--- src/rtl/execute_sequencer_pkg.sv ---
// Shared types and execute-state codes for the PIC16C5x instruction-cycle sequencer.
package execute_sequencer_pkg;

    localparam int INSTR_WIDTH   = 12;
    localparam int EX_STATE_BITS = 5;

    typedef enum logic [1:0] {
        Q1 = 2'd0,
        Q2 = 2'd1,
        Q3 = 2'd2,
        Q4 = 2'd3
    } qphase_t;

    typedef enum logic {
        ST_RUN  = 1'b0,
        ST_HALT = 1'b1
    } seq_state_t;

    localparam logic [EX_STATE_BITS-1:0] EX_Q1        = 5'd0;
    localparam logic [EX_STATE_BITS-1:0] EX_Q2        = 5'd1;
    localparam logic [EX_STATE_BITS-1:0] EX_Q3        = 5'd2;
    localparam logic [EX_STATE_BITS-1:0] EX_Q4_NOP    = 5'd3;
    localparam logic [EX_STATE_BITS-1:0] EX_Q4_OPTION = 5'd4;
    localparam logic [EX_STATE_BITS-1:0] EX_Q4_SLEEP  = 5'd5;
    localparam logic [EX_STATE_BITS-1:0] EX_Q4_CLRWDT = 5'd6;
    localparam logic [EX_STATE_BITS-1:0] EX_Q4_TRIS   = 5'd7;
    localparam logic [EX_STATE_BITS-1:0] EX_Q4_MOVWF  = 5'd8;
    localparam logic [EX_STATE_BITS-1:0] EX_Q4_CLRW   = 5'd9;
    localparam logic [EX_STATE_BITS-1:0] EX_Q4_CLRF   = 5'd10;
    localparam logic [EX_STATE_BITS-1:0] EX_Q4_FSZ    = 5'd11;
    localparam logic [EX_STATE_BITS-1:0] EX_Q4_MOVF   = 5'd12;
    localparam logic [EX_STATE_BITS-1:0] EX_Q4_BXF    = 5'd13;
    localparam logic [EX_STATE_BITS-1:0] EX_Q4_BTFSX  = 5'd14;
    localparam logic [EX_STATE_BITS-1:0] EX_Q4_RETLW  = 5'd15;
    localparam logic [EX_STATE_BITS-1:0] EX_Q4_CALL   = 5'd16;
    localparam logic [EX_STATE_BITS-1:0] EX_Q4_GOTO   = 5'd17;
    localparam logic [EX_STATE_BITS-1:0] EX_Q4_MOVLW  = 5'd18;
    localparam logic [EX_STATE_BITS-1:0] EX_Q4_ALUXLW = 5'd19;
    localparam logic [EX_STATE_BITS-1:0] EX_Q4_ELSE   = 5'd20;

endpackage

--- src/rtl/execute_sequencer_ex_q4_decode.sv ---
// Combinational Q4 decoder: instruction register -> execute-state code,
// plus flags for flow-changing and conditional-skip instructions.
module ex_q4_decode
    import execute_sequencer_pkg::*;
(
    input  logic [INSTR_WIDTH-1:0]   i_ir,
    output logic [EX_STATE_BITS-1:0] o_ex_state,
    output logic                     o_is_branch,
    output logic                     o_is_skip_type
);

    always_comb begin
        o_ex_state = EX_Q4_NOP;
        unique case (i_ir[11:8])
            4'b0000, 4'b0001, 4'b0010, 4'b0011: begin
                // Miscellaneous group shares the all-zero byte-op prefix
                if (i_ir[11:5] == 7'b0000000) begin
                    unique case (i_ir[4:0])
                        5'd2:             o_ex_state = EX_Q4_OPTION;
                        5'd3:             o_ex_state = EX_Q4_SLEEP;
                        5'd4:             o_ex_state = EX_Q4_CLRWDT;
                        5'd5, 5'd6, 5'd7: o_ex_state = EX_Q4_TRIS;
                        default:          o_ex_state = EX_Q4_NOP;
                    endcase
                end else if (i_ir[11:5] == 7'b0000001) begin
                    o_ex_state = EX_Q4_MOVWF;
                end else if (i_ir == 12'h040) begin
                    o_ex_state = EX_Q4_CLRW;
                end else if (i_ir[11:5] == 7'b0000011) begin
                    o_ex_state = EX_Q4_CLRF;
                end else if (i_ir[11:6] == 6'b001011 || i_ir[11:6] == 6'b001111) begin
                    o_ex_state = EX_Q4_FSZ;
                end else if (i_ir[11:6] == 6'b001000) begin
                    o_ex_state = EX_Q4_MOVF;
                end else begin
                    o_ex_state = EX_Q4_ELSE;
                end
            end
            4'b0100, 4'b0101: o_ex_state = EX_Q4_BXF;
            4'b0110, 4'b0111: o_ex_state = EX_Q4_BTFSX;
            4'b1000:          o_ex_state = EX_Q4_RETLW;
            4'b1001:          o_ex_state = EX_Q4_CALL;
            4'b1010, 4'b1011: o_ex_state = EX_Q4_GOTO;
            4'b1100:          o_ex_state = EX_Q4_MOVLW;
            default:          o_ex_state = EX_Q4_ALUXLW;
        endcase
    end

    assign o_is_branch    = (o_ex_state == EX_Q4_GOTO) || (o_ex_state == EX_Q4_CALL) ||
                            (o_ex_state == EX_Q4_RETLW);
    assign o_is_skip_type = (o_ex_state == EX_Q4_FSZ) || (o_ex_state == EX_Q4_BTFSX);

endmodule

--- src/rtl/execute_sequencer.sv ---
// Q1-Q4 instruction-cycle sequencer with IR latch, branch/skip flush and
// optional SLEEP halt/wake (enabled by defining EXEC_SLEEP_EN).
module execute_sequencer
    import execute_sequencer_pkg::*;
(
    input  logic                     clk,
    input  logic                     rst,
    input  logic [INSTR_WIDTH-1:0]   instrIn,
    input  logic                     skipReq,
    input  logic                     wake,
    output logic [INSTR_WIDTH-1:0]   IR,
    output logic [EX_STATE_BITS-1:0] executeState,
    output logic                     fetchStrobe,
    output logic                     sleeping
);

    qphase_t                  r_q, w_q_nxt;
    logic [INSTR_WIDTH-1:0]   r_ir, w_ir_nxt;
    logic [EX_STATE_BITS-1:0] r_ex, w_ex_nxt;
    logic                     r_fetch, w_fetch_nxt;
    logic [EX_STATE_BITS-1:0] w_dec;
    logic                     w_is_branch;
    logic                     w_is_skip;
    logic                     w_flush;
    logic                     w_halted;

    ex_q4_decode u_decode (
        .i_ir           (r_ir),
        .o_ex_state     (w_dec),
        .o_is_branch    (w_is_branch),
        .o_is_skip_type (w_is_skip)
    );

    // A flushed slot holds IR=0, which decodes as NOP and can never flush again
    assign w_flush = (r_q == Q4) && (w_is_branch || (w_is_skip && skipReq));

`ifdef EXEC_SLEEP_EN
    seq_state_t r_st, w_st_nxt;

    always_comb begin
        w_st_nxt = r_st;
        unique case (r_st)
            ST_RUN:  if (r_q == Q4 && w_dec == EX_Q4_SLEEP) w_st_nxt = ST_HALT;
            ST_HALT: if (wake) w_st_nxt = ST_RUN;
            default: w_st_nxt = ST_RUN;
        endcase
    end

    always_ff @(posedge clk) begin
        if (rst) r_st <= ST_RUN;
        else     r_st <= w_st_nxt;
    end

    assign w_halted = (r_st == ST_HALT);
    assign sleeping = w_halted;
`else
    logic w_unused_wake;
    assign w_unused_wake = wake;
    assign w_halted      = 1'b0;
    assign sleeping      = 1'b0;
`endif

    always_comb begin
        w_q_nxt     = r_q;
        w_ir_nxt    = r_ir;
        w_ex_nxt    = r_ex;
        w_fetch_nxt = 1'b0;
        if (w_halted) begin
            // Wake resumes at Q2 of the instruction latched alongside SLEEP
            if (wake) begin
                w_q_nxt  = Q2;
                w_ex_nxt = EX_Q2;
            end
        end else begin
            unique case (r_q)
                Q1: begin
                    w_q_nxt  = Q2;
                    w_ex_nxt = EX_Q2;
                end
                Q2: begin
                    w_q_nxt  = Q3;
                    w_ex_nxt = EX_Q3;
                end
                Q3: begin
                    w_q_nxt     = Q4;
                    w_ex_nxt    = w_dec;
                    w_fetch_nxt = 1'b1;
                end
                Q4: begin
                    w_q_nxt  = Q1;
                    w_ex_nxt = EX_Q1;
                    w_ir_nxt = w_flush ? '0 : instrIn;
                end
            endcase
        end
    end

    always_ff @(posedge clk) begin
        if (rst) begin
            r_q     <= Q1;
            r_ir    <= '0;
            r_ex    <= EX_Q1;
            r_fetch <= 1'b0;
        end else begin
            r_q     <= w_q_nxt;
            r_ir    <= w_ir_nxt;
            r_ex    <= w_ex_nxt;
            r_fetch <= w_fetch_nxt;
        end
    end

    assign IR           = r_ir;
    assign executeState = r_ex;
    assign fetchStrobe  = r_fetch;

endmodule

--- config.mk ---
export PLATFORM = sky130hd
export DESIGN_NAME = execute_sequencer
export DESIGN_NICKNAME = d
export VERILOG_FILES = /design/src/rtl/execute_sequencer_pkg.sv /design/src/rtl/execute_sequencer_ex_q4_decode.sv /design/src/rtl/execute_sequencer.sv
export SDC_FILE = /design/constraint.sdc
export NUM_CORES = 1
export LEC_CHECK = 0
export ABC_AREA = 1
export CORE_MARGIN = 2
export CORE_UTILIZATION = 40
export CTS_BUF_LIST = sky130_fd_sc_hd__clkbuf_16
export CTS_CLUSTER_SIZE = 10
export DETAILED_ROUTE_END_ITERATION = 8
export PLACE_DENSITY = 0.7
export SLEW_MARGIN = 20
export SYNTH_ARGS = -nofsm -noshare
export SYNTH_HDL_FRONTEND = slang
export SYNTH_SLANG_ARGS = --single-unit
--- constraint.sdc ---
create_clock -name clk -period 1.6 [get_ports clk]
set_input_delay 0.32 -clock clk [delete_from_list [all_inputs] [get_ports clk]]
set_output_delay 0.32 -clock clk [all_outputs]
set_load 0.02 [all_outputs]
==> results.txt, run 1 <==
The max-slew violation count came out at 0. The setup fix buffers added after clock tree synthesis is 0. Of all nets on the critical path, the largest fanout is 3.

The fraction of layout cells with a size suffix above 1 came out at 0.124. The synthesized netlist contains 27 unique library cells. Yosys printed 0 warnings. The total count of hold-check failures in the final report came out at 0. The number of vias per cell is 4.96. CTS saw 20 sinks. The antenna violation net count after detailed routing came out at 0. In this run the standard cell core region covers 2780 um^2.

The setup violation total in the final timing report is 0. TritonCTS built the clock tree. The final global-route overflow total is 0. The number of resized instances in the post-cts repair step came out at 6. The count of buffers inserted at the top-level ports is 32. The maximum number of pins on one net before global-route repair came out at 15.

The post-synth net total is 195. The tightest min-delay check is of the register to register type. The initial utilization of the core area, before any placement, comes to 0.423. CTS built an H-tree with a depth of 1. The largest delay contributor family on the critical path is buffers and inverters.

The overall die width came out at 58.2 um. The number of hold buffers added after cts came out at 0. The largest clock skew in the final design is 0.00470 ns. The tool flagged a number of max-cap violations equal to 0. Routability-driven placement finished with a final weighted congestion of 0.883. Setup repair after global routing left no endpoint under its margin.

Synthesis handed over a netlist of 176 instances. After synthesis the netlist holds a flip-flop and latch count of 20. Counting both buffers and inverters, the worst setup path holds a total of 1. In this run the top signal layer used is met4. The first-pass iteration count of the detailed router came out at 4. The nature of the critical path endpoint is an output pin. The via count of the first global-routing pass came out at 1084. STA classifies the critical path startpoint as a register.

Walking the worst path, the cells encountered are clkdlybuf4s50_1. The final clock period utilization by the worst path came out at 0.961. The longest individual stage delay on the worst path is 0.61 ns. The area of the die came out at 3390 um^2. The initial antenna violation count came to 0. The longest clock path from root to sink contains 2 buffers. The wire length per cell came out at 11.2 um.

The setup TNS came out at 0 ns. The vias after detailed routing is 1191. During I/O placement, the number of pins put on the boundary was 35. The fraction of the yosys area taken by sequential cells is 0.340. The run finished with clean final reports.

The critical path data required time came out at 1.28 ns. For this design the ratio of total power to cell area is 1090 nW/um^2. The library cells used most frequently in the layout, excluding fill and tap cells, are 41 x sky130_fd_sc_hd__nand2_1, 23 x sky130_fd_sc_hd__inv_1, 23 x sky130_fd_sc_hd__clkdlybuf4s50_1, 20 x sky130_fd_sc_hd__dfxtp_1, 20 x sky130_fd_sc_hd__nor2_1. The worst voltage drop across the vdd grid is 0.674 mV. The final antenna diode count is 0. The wire length on met2 is 1310 um. The clock transition time at the flip-flop clock pins of the worst setup and hold paths is 0.06 ns.

The total clock buffers created by CTS came out at 3. The mean instance size in the synthesized netlist is 6.68 um^2. The number of DRC markers after the initial detailed-route iteration is 19. The library cell used most frequently in the layout, excluding fill and tap cells, is sky130_fd_sc_hd__nand2_1.

Summing internal, switching and leakage power gives 1.74 mW. The row count came out at 19. The global-route usage over all layers is 0.170.

The post-route minimum period is 1.54 ns. After detailed routing, the total wire length is 2700 um. The die is 58.2 um tall. For this run, design rule violations remaining after detail routing come to 0. The final net count is 229. The HPWL after detailed placement is 2180 um. The category of the most critical setup path is register to output pin.

After detailed routing, the met3 layer carries 101 um of wire. The length of routed wiring on met1 came out at 1250 um. On the critical path, the stage with the largest delay is an instance of sky130_fd_sc_hd__clkdlybuf4s50_1. Compared with the post-synthesis result, the final layout area differs by 36.1%.

The first-pass GRT wire length is 4440 um. The leakage power of the design is 0.756 nW. Derived from the worst setup path, the maximum achievable clock frequency is 650 MHz.

In this run the clock root is driven by a sky130_fd_sc_hd__clkbuf_16. Clock latency on the worst-skew pair, taken at its later pin, is 0.25 ns. At the worst endpoint, the arrival time is 1.22 ns. The post-synthesis instance area is 1180 um^2.
==> worst reg2reg max path: cells and delay by family (launching register included) <==
| kind | cells | cell delay, ns |
|---|---|---|
| AO/OA/AOI/OAI | 1 | 0.08 |
| buffers and inverters | 1 | 0.11 |
| flip-flops | 1 | 0.46 |
| AND/OR/NAND/NOR | 5 | 0.58 |
==> registers in the layout, summed over array words and instances, names as in the netlist <==
register and flops:
fetchStrobe 1, r_q 2, IR 12, executeState 5
==> report_power, final <==
part           switching, mW  internal (mW)  leakage (nW)
Combinational          0.365          0.259         0.555
Sequential            0.0493          0.561         0.163
Clock                  0.177          0.332        0.0385
Total                  0.592           1.15         0.756
==> cells by family (layout without fill, tap and decap cells) <==
logic type / after synthesis / after routing / synth area share
buffers and inverters: 35 / 68 / 0.130
xor gates and xnor gates: 1 / 1 / 0.00745
AOI/OAI and AO/OA: 22 / 22 / 0.113
adders and majority gates: 3 / 3 / 0.0319
and+or+nand+nor: 94 / 94 / 0.374
DFF: 20 / 20 / 0.340
other: 1 / 1 / 0.00319
==> per-layer routing <==
metal	vias up	track usage
li1	628	-
met1	532	0.209
met2	27	0.287
met3	4	0.0268
met4	0	0.0831
met5	-	0
==> area by class of cell <==
cell class	instances	area, um^2
multi-input cells	121	623
well taps	31	38.8
flip-flops and latches	20	400
inverters	27	101
repair buffers	37	358
clock buffers	3	75.1
clock inverters	1	3.75
fillers	266	1180
==> per-stage QoR <==
step	hold WS (ns)	instance area (um^2)	instances	worst slack [ns]	util
2_1_floorplan	0.473	1180	176	0.267	-
3_3_place_gp	0.473	1520	236	0.162	0.547
3_5_place_dp	0.481	1520	236	0.165	0.547
4_1_cts	0.492	1590	240	0.00135	0.573
5_1_grt	0.515	1600	240	0.0171	0.575
6_report	0.490	1600	240	0.0620	0.575
==> final timing paths <==
check	slack, ns	endpoint	from	cells after the start
worst min register to register	0.49	IR[4]	IR[4]	2
worst min-delay path	0.49	IR[4]	IR[4]	2
worst max register to register	0.25	IR[10]	IR[9]	7
worst max-delay path	0.06	IR[11]	IR[11]	1
==> synthesized netlist by cell type, drive strengths merged <==
| cell | n | area share |
|---|---|---|
| nand2 | 45 | 0.15 |
| inv | 27 | 0.086 |
| nor2 | 24 | 0.094 |
| dfxtp | 20 | 0.34 |
| a21oi | 16 | 0.074 |
| nand4 | 16 | 0.085 |
| nand3 | 8 | 0.038 |
| buf | 5 | 0.034 |
| clkbuf | 3 | 0.0096 |
| ha | 3 | 0.032 |
| o21ai | 3 | 0.016 |
| o211ai | 2 | 0.017 |
| conb | 1 | 0.0032 |
| o22ai | 1 | 0.0053 |
| or2 | 1 | 0.0053 |
| xor2 | 1 | 0.0074 |
(Power assumes the default switching activity.)
==> run 2: changes to the inputs <==
--- a/config.mk
+++ b/config.mk
@@ -11,7 +11,7 @@
 export CTS_BUF_LIST = sky130_fd_sc_hd__clkbuf_16
 export CTS_CLUSTER_SIZE = 10
 export DETAILED_ROUTE_END_ITERATION = 8
-export PLACE_DENSITY = 0.7
+export PLACE_DENSITY = 0.82
 export SLEW_MARGIN = 20
 export SYNTH_ARGS = -nofsm -noshare
 export SYNTH_HDL_FRONTEND = slang
==> run 2 against run 1 <==
Sequential power hardly changed. Cell area is 1.4% higher. Maximum frequency is 0.17% lower. Largest cell class unchanged. Highest routed layer unchanged.
==> results.txt, run 2 (synthesis gave the netlist of run 1 again) <==
The flow ran to the end, and the final reports show no timing, DRC or antenna violations. The final net count is 229 (unchanged). The vertical extent of the die came out at 58.2 um (unchanged).

The final antenna diode count came out at 0 (unchanged). TritonCTS built the clock tree. The final wirelength came to 2660 um (-1.3%). The leakage power of the design is 0.755 nW (-0.13%).

The count of maximum capacitance violations was 0 (unchanged). Among cell families on the critical path, the largest total delay comes from buffers and inverters. The HPWL after detailed placement is 1960 um (-9.9%). The area of the die came out at 3390 um^2 (unchanged). The global-route usage over all layers is 0.179 (+0.00904). The final routed DRC violation total is 0 (unchanged). The power per cell area came out at 1180 nW/um^2 (+8.5%). Clock tree synthesis selected as its root buffer the cell sky130_fd_sc_hd__clkbuf_16. The antenna violation net count after detailed routing is 0 (unchanged). The count of buffers inserted at the top-level ports came out at 32 (unchanged). The number of cells on the worst reg-to-reg path is 7 (unchanged). The critical path is of the register to output pin type. The net switching power figure came out at 0.601 mW (+1.6%). The setup TNS is 0 ns (unchanged). The post-route minimum period came out at 1.54 ns (+0.00261 ns).

The most critical setup path has its endpoint at IR[4]. The total count of hold-check failures in the final report came out at 0 (unchanged). The fraction of layout cells with a size suffix above 1 is 0.129 (+0.00478). The count of H-tree levels built during CTS came out at 1 (unchanged). The vias after detailed routing came out at 1183 (-0.67%). The via count of the first global-routing pass is 1085 (+0.092%).

The number of DRC markers after the initial detailed-route iteration was 22 (+3). The cell-internal power is 1.32 mW (+14%). The flip-flop count of the largest register after layout is 12 (unchanged).

The slowest stage of the critical path is the sky130_fd_sc_hd__clkdlybuf4s50_1 cell. The worst voltage drop across the vdd grid is 0.864 mV (+28%). The initial core utilization was 0.423 (unchanged). The first-pass iteration count of the detailed router is 4 (unchanged). The final RePlAce weighted congestion is 0.911 (+3.1%). The number of cells on the critical path is 1 (unchanged). The first element of the critical path is IR[4]. The clock sink count came out at 20 (unchanged). The overall die width came out at 58.2 um (unchanged).

The synthesis-to-finish area growth is 38.0%. The row count is 19 (unchanged). The worst setup path is launched from a register.

The part of the total power dissipated in sequential elements is 0.318 (-0.032). The critical path data required time came out at 1.28 ns (about the same). The worst setup path is captured at an output pin. The arrival time reported for the critical path endpoint is 1.22 ns (about the same).

The critical path buffer and inverter count came out at 1 (unchanged). The clock transition time at the flip-flop clock pins of the worst setup and hold paths is 0.06 ns (about the same). The worst hold path belongs to the class register to register. The final global-route overflow total is 0 (unchanged). The initial antenna violation count came out at 0 (unchanged). The hold slack came to 0.496 ns (+0.00622 ns).

The most frequent standard cell in the layout excluding fill and tap cells is sky130_fd_sc_hd__nand2_1. The maximum clock insertion buffer count is 2 (unchanged). The setup violation total in the final timing report is 0 (unchanged). The highest achievable clock rate came out at 649 MHz (-0.17%).

The startpoint of the most critical register-to-register path is IR[9]. The total clock buffers created by CTS was 3 (unchanged). The largest clock skew in the final design is 0.00261 ns (-0.00208 ns). The maximum fanout encountered on the critical timing path was 3 (unchanged). The longest individual stage delay on the worst path is 0.61 ns (about the same).

The endpoint identified for the worst register-to-register timing path is IR[10]. The number of vias per cell came to 4.93 (-0.67%). The total chip power came out at 1.92 mW (+10%).

The final clock period utilization by the worst path is 0.963 (+0.00163). The max-slew violation count is 0 (unchanged). Setup repair after global routing left no endpoint under its margin.

The number of primary I/O pins is 35 (unchanged). The library cells used most frequently in the layout, excluding fill and tap cells, are 41 x sky130_fd_sc_hd__nand2_1, 23 x sky130_fd_sc_hd__inv_1, 23 x sky130_fd_sc_hd__clkdlybuf4s50_1, 20 x sky130_fd_sc_hd__dfxtp_1, 20 x sky130_fd_sc_hd__nor2_1. The wire length per cell came out at 11.1 um (-1.3%). The first-pass GRT wire length came out at 4660 um (+4.8%).

The setup slack on the worst flop-to-flop path was 0.18 ns (-0.07 ns). The share of total power in combinational logic is 0.326 (-0.032). The maximum number of pins on one net before global-route repair is 16 (+1). The area of the core came out at 2780 um^2 (unchanged).

The switching portion of total power came out at 0.314 (-0.0257). Traced cell by cell, the critical path runs through clkdlybuf4s50_1. The clock latency on the worst-skew pair came out at 0.25 ns (about the same). The relative contribution of the clock network to total power is 0.356 (+0.064).
[run 2: cell count changes in the layout (fill, tap and decap cells not counted)]
cell                             previous run  this run
sky130_fd_sc_hd__bufinv_16                  0         1
sky130_fd_sc_hd__clkinv_1                   1         0
sky130_fd_sc_hd__dlygate4sd2_1              6         7
sky130_fd_sc_hd__dlymetal6s2s_1             3         2
[run 2: worst min path at each step]
stage	startpoint	to	slack (ns)	cells after the start
2_1_floorplan	r_q[0]	executeState[1]	0.47	2
4_1_cts	IR[4]	IR[4]	0.49	2
3_5_place_dp	IR[4]	IR[4]	0.48	2
6_report	IR[4]	IR[4]	0.50	2
3_3_place_gp	IR[4]	IR[4]	0.48	2
5_1_grt	IR[4]	IR[4]	0.52	2
[run 2: area by class of cell]
cell class              count  area (um^2)
fillers                   259         1160
multi-input cells         121          623
flip-flops and latches     20          400
repair buffers             37          354
inverters                  27          101
clock buffers               3         75.1
well taps                  31         38.8
clock inverters             1         30.0
[run 2: metrics by stage]
stage / worst slack (ns) / instance area, um^2 / util / cells
after floorplan: 0.267 / 1180 / - / 176
after global placement: 0.184 / 1520 / 0.547 / 236
after detailed placement: 0.162 / 1520 / 0.547 / 236
after CTS: 0.0122 / 1620 / 0.582 / 240
after global routing: 0.0256 / 1620 / 0.583 / 240
final: 0.0594 / 1620 / 0.583 / 240
[run 2: layer usage]
metal,global-route usage,part of all wire
met5,0,0
met4,0.0698,0.011
met3,0.0335,0.044
met2,0.300,0.47
met1,0.226,0.48
[run 2: worst register-to-register path, delay by kind of cell (launching register included)]
| family | cells | cell delay, ns |
|---|---|---|
| simple gates | 5 | 0.62 |
| compound gates | 1 | 0.09 |
| buf+inv | 1 | 0.12 |
| flops | 1 | 0.48 |
[run 2: power by group through the flow]
stage | Sequential (mW) | Clock [mW] | Combinational (mW)
6_report | 0.610 | 0.682 | 0.626
5_1_grt | 0.619 | 0.716 | 0.707
4_1_cts | 0.609 | 0.690 | 0.629
3_5_place_dp | 0.620 | 0 | 0.632
3_3_place_gp | 0.620 | 0 | 0.624
2_1_floorplan | 0.674 | 0 | 0.379
[run 2: what timing repair did]
action,4_1_cts,5_1_grt
setup endpoints to repair,7,2
setup buffers,0,0
gates resized for setup,7,2
hold buffers,0,0
==> variant 1: new RTL, settings of run 1 <==
Encoding of `qphase_t`: now one-hot (4 bits for 4 values).
--- a/src/rtl/execute_sequencer_pkg.sv
+++ b/src/rtl/execute_sequencer_pkg.sv
@@ -6,7 +6,7 @@
 
-    typedef enum logic [1:0] {
-        Q1 = 2'd0,
-        Q2 = 2'd1,
-        Q3 = 2'd2,
-        Q4 = 2'd3
+    typedef enum logic [3:0] {
+        Q1 = 4'b0001,
+        Q2 = 4'b0010,
+        Q3 = 4'b0100,
+        Q4 = 4'b1000
     } qphase_t;
Formal check against the unedited RTL: same outputs for any inputs over 10 cycles, from zero or initial values and one cycle with rst high; not proved beyond that.
==> variant 1 against run 1 <==
  * Setup slack gained 0.017 ns
  * Largest cell class unchanged
  * Register-to-register slack lost 0.08 ns
  * Wire length shrank 7.9%
  * Cell count shrank 2.5%
  * Design area shrank 4.2%
  * Sequential share of layout area grew 2.4 points
  * Area after synthesis shrank 5.9%
  * Non-clock buffer count shrank 2
  * Sequential cell count grew 1
Power is not compared: it rests on default switching activity, and its combinational part moved more than twofold at a synthesized area within 25%.
==> variant 1: results (changes against run 1) <==
Status
  • Status: finished clean

Clock network
  • CTS resizes: 7 (+1)

Placement
  • Routability cong.: 0.9707 (+9.9%)
  • Cell Area, Placed: 1450 um2 (-4.7%)
  • Hpwl dp: 1.896 mm (-13%)

Global route
  • Met2 global-route usage: 27.24% (-1.5 points)
  • Vias in the first global route: 994 (-8.3%)
  • First-pass GRT wire length: 4.257 mm (-4.2%)
  • Grt met3 use: 2.765% (+0.086 points)
  • Largest net degree at the start of global routing: 14 (-1)

Timing
  • Worst Clk Skew: 0.003812 ns (-0.0008856 ns)
  • Minimum clock period: 1.521 ns (-0.01664 ns)
  • Fin Hold WS: 0.4704 ns (-0.01979 ns)

Layout
  • Footprint of the multi-input gates: 550.5 um2 (-12%)
  • Layout cells sized above 1: 8.374% (-4.1 points)
  • #MultiIn Comb: 117 (-3.3%)
  • Layout net count: 220 (-3.9%)
  • Clock network area share: 5.143% (+0.22 points)
  • Layout non-clock buf frac: 22.61% (+0.25 points)
  • FFs & Latches: 21 (+5.0%)

Die
  • Die area: 3205 um2 (-5.5%)

Route
  • 1st-iter DRT viols: 33 (+14)
  • DR WL met3: 90 um (-11%)
  • Routed wl met2: 1.175 mm (-11%)

Critical path
  • R2r setup slk: 0.17 ns (-0.08 ns)
  • Crit path to: IR[4]
  • Worst R2R Start: IR[10]$_SDFFE_PP0P_
  • Worst EP arrival: 1.20 ns (-0.02 ns)
  • Reg2Reg Depth: 8 (+1)

Synthesis
  • Largest cells by area after synthesis: dfxtp_1 38%, nand2_1 17%, inv_1 8.5%
  • Synth Area in XOR/XNOR: 0.7910% (+0.046 points)
  • Post-synthesis compound-gate area fraction: 5.311% (-6.0 points)
  • Adder-Cell Fraction of Synth Area: 0% (-3.2 points)
  • Seq/Total Area, Yosys: 37.97% (+3.9 points)
-- variant 1: cell count changes after synthesis, moves of 3 or more --
cell	change
a21oi_1	-11
clkbuf_1	-3
ha_1	-3
inv_2	-3
nand2_1	+10
nand3_1	+9
nand3_2	+3
nand4_1	-12
nor3_1	+3
-- variant 1: per-stage QoR --
step / total power [W] / utilization (%)
4_1_cts: 0.001143 / 56.59
3_3_place_gp: 0.0006314 / 53.98
6_report: 0.001129 / 57.06
2_1_floorplan: 0.0005826 / -
5_1_grt: 0.001179 / 57.06
3_5_place_dp: 0.0006344 / 53.98
-- variant 1: where the power goes --
| group | internal [W] | total, W | leakage [nW] | switching [W] |
|---|---|---|---|---|
| combinational | 0.0000482 | 0.0000845 | 0.617 | 0.0000363 |
| sequential | 0.000533 | 0.000537 | 0.170 | 0.00000488 |
| clock | 0.000332 | 0.000507 | 0.0423 | 0.000174 |
==> variant 2: new RTL, settings of run 1 <==
Without the edit above. Build with the macro `EXEC_SLEEP_EN` defined.
--- a/src/rtl/execute_sequencer.sv
+++ b/src/rtl/execute_sequencer.sv
@@ -2,2 +2,4 @@
 // optional SLEEP halt/wake (enabled by defining EXEC_SLEEP_EN).
+`define EXEC_SLEEP_EN
+
 module execute_sequencer
Function: changed (Yosys sat finds a counterexample within 10 cycles, from zero or initial values and one cycle with rst high).
==> variant 2 against run 1 <==
  * Setup slack got worse by 0.028 ns
  * Wire length rose by 10%
  * Critical endpoint is now IR[3]
  * Design area rose by 7.7%
  * Utilization fell by 0.16 points
  * Area after synthesis rose by 5.3%
  * Count of clock-buffer cells in the layout did not move
  * Fmax fell by 1.8%
  * Synthesized cell count rose by 11%
  * Global-route usage rose by 1.1 points
  * Sequential cell count rose by 1
Power is not compared: it rests on default switching activity, and its combinational part moved more than twofold at a synthesized area within 25%.
==> variant 2: results (changes against run 1) <==
Layout
  • #MultiIn Comb: 140 (+16%)
  • Seq area share: 25.05% (+0.035 points)
  • Layout net count: 253 (+10%)
  • Layout cells sized above 1: 10.30% (-2.1 points)
  • Nonclk buf count: 41 (+11%)

Status
  • Status: finished clean

Route
  • WL met1: 1.524 mm (+22%)

Critical path
  • CP Max Fanout: 4 (+1)
  • Crit path to: IR[3]
  • Worst EP arrival: 1.25 ns (+0.03 ns)

Clock network
  • CTS resizes: 11 (+5)
  • Clk sinks: 21 (+5.0%)

Min path
  • Hold_sp: executeState[1]$_SDFFE_PP0P_

Placement
  • Cell Area, Placed: 1612 um2 (+5.9%)

Global route
  • Vias in the first global route: 1143 (+5.4%)
  • Met1 Use GR: 26.00% (+5.1 points)
  • Largest net degree at the start of global routing: 14 (-1)
  • Total GRT Usage: 18.13% (+1.1 points)

Synthesis
  • Mapped Cells: 195 (+11%)
  • Largest cells by area after synthesis: dfxtp_1 34%, nand2_1 15%, nand3_1 8.5%
  • Seq/Total Area, Yosys: 33.94% (-0.10 points)
  • Syn Nets: 214 (+9.7%)
  • Synth top cells by count: 49 x nand2_1, 28 x nor2_1, 26 x inv_1, 21 x dfxtp_1, 21 x nand3_1

Timing
  • Worst Clk Skew: 0.002295 ns (-0.002403 ns)
  • Crit share post-route: 97.90% (+1.8 points)
==> variant 2: cell types whose count changed in the layout (fill, tap and decap cells not counted), sizes merged, moves of 2 or more <==
| cell | delta |
|---|---|
| buf | +2 |
| dlygate4sd2 | +4 |
| dlymetal6s2s | -2 |
| nand2 | +5 |
| nand3 | +14 |
| nand4 | -11 |
| nor2 | +6 |
| nor3 | +2 |
| o21ai | +5 |
==> variant 2: worst register-to-register path: stages, from the launching register on <==
cell and delay (ns):
dfxtp_2 0.42, nor2_4 0.07, buf_4 0.14, nand3_4 0.08
inv_2 0.04, o21ai_1 0.11, o21ai_1 0.10, nand2_2 0.21
nand3_1 0.12, a21oi_1 0.13
==> variant 2: kinds of logic after synthesis <==
family | Yosys count | synth area share [%]
buffers and inverters | 34 | 11.92
flip-flops | 21 | 33.94
AND/OR/NAND/NOR | 109 | 38.89
adder cells (fa/ha/maj) | 3 | 3.031
AO/OA/AOI/OAI | 27 | 11.52
XOR/XNOR | 1 | 0.7072
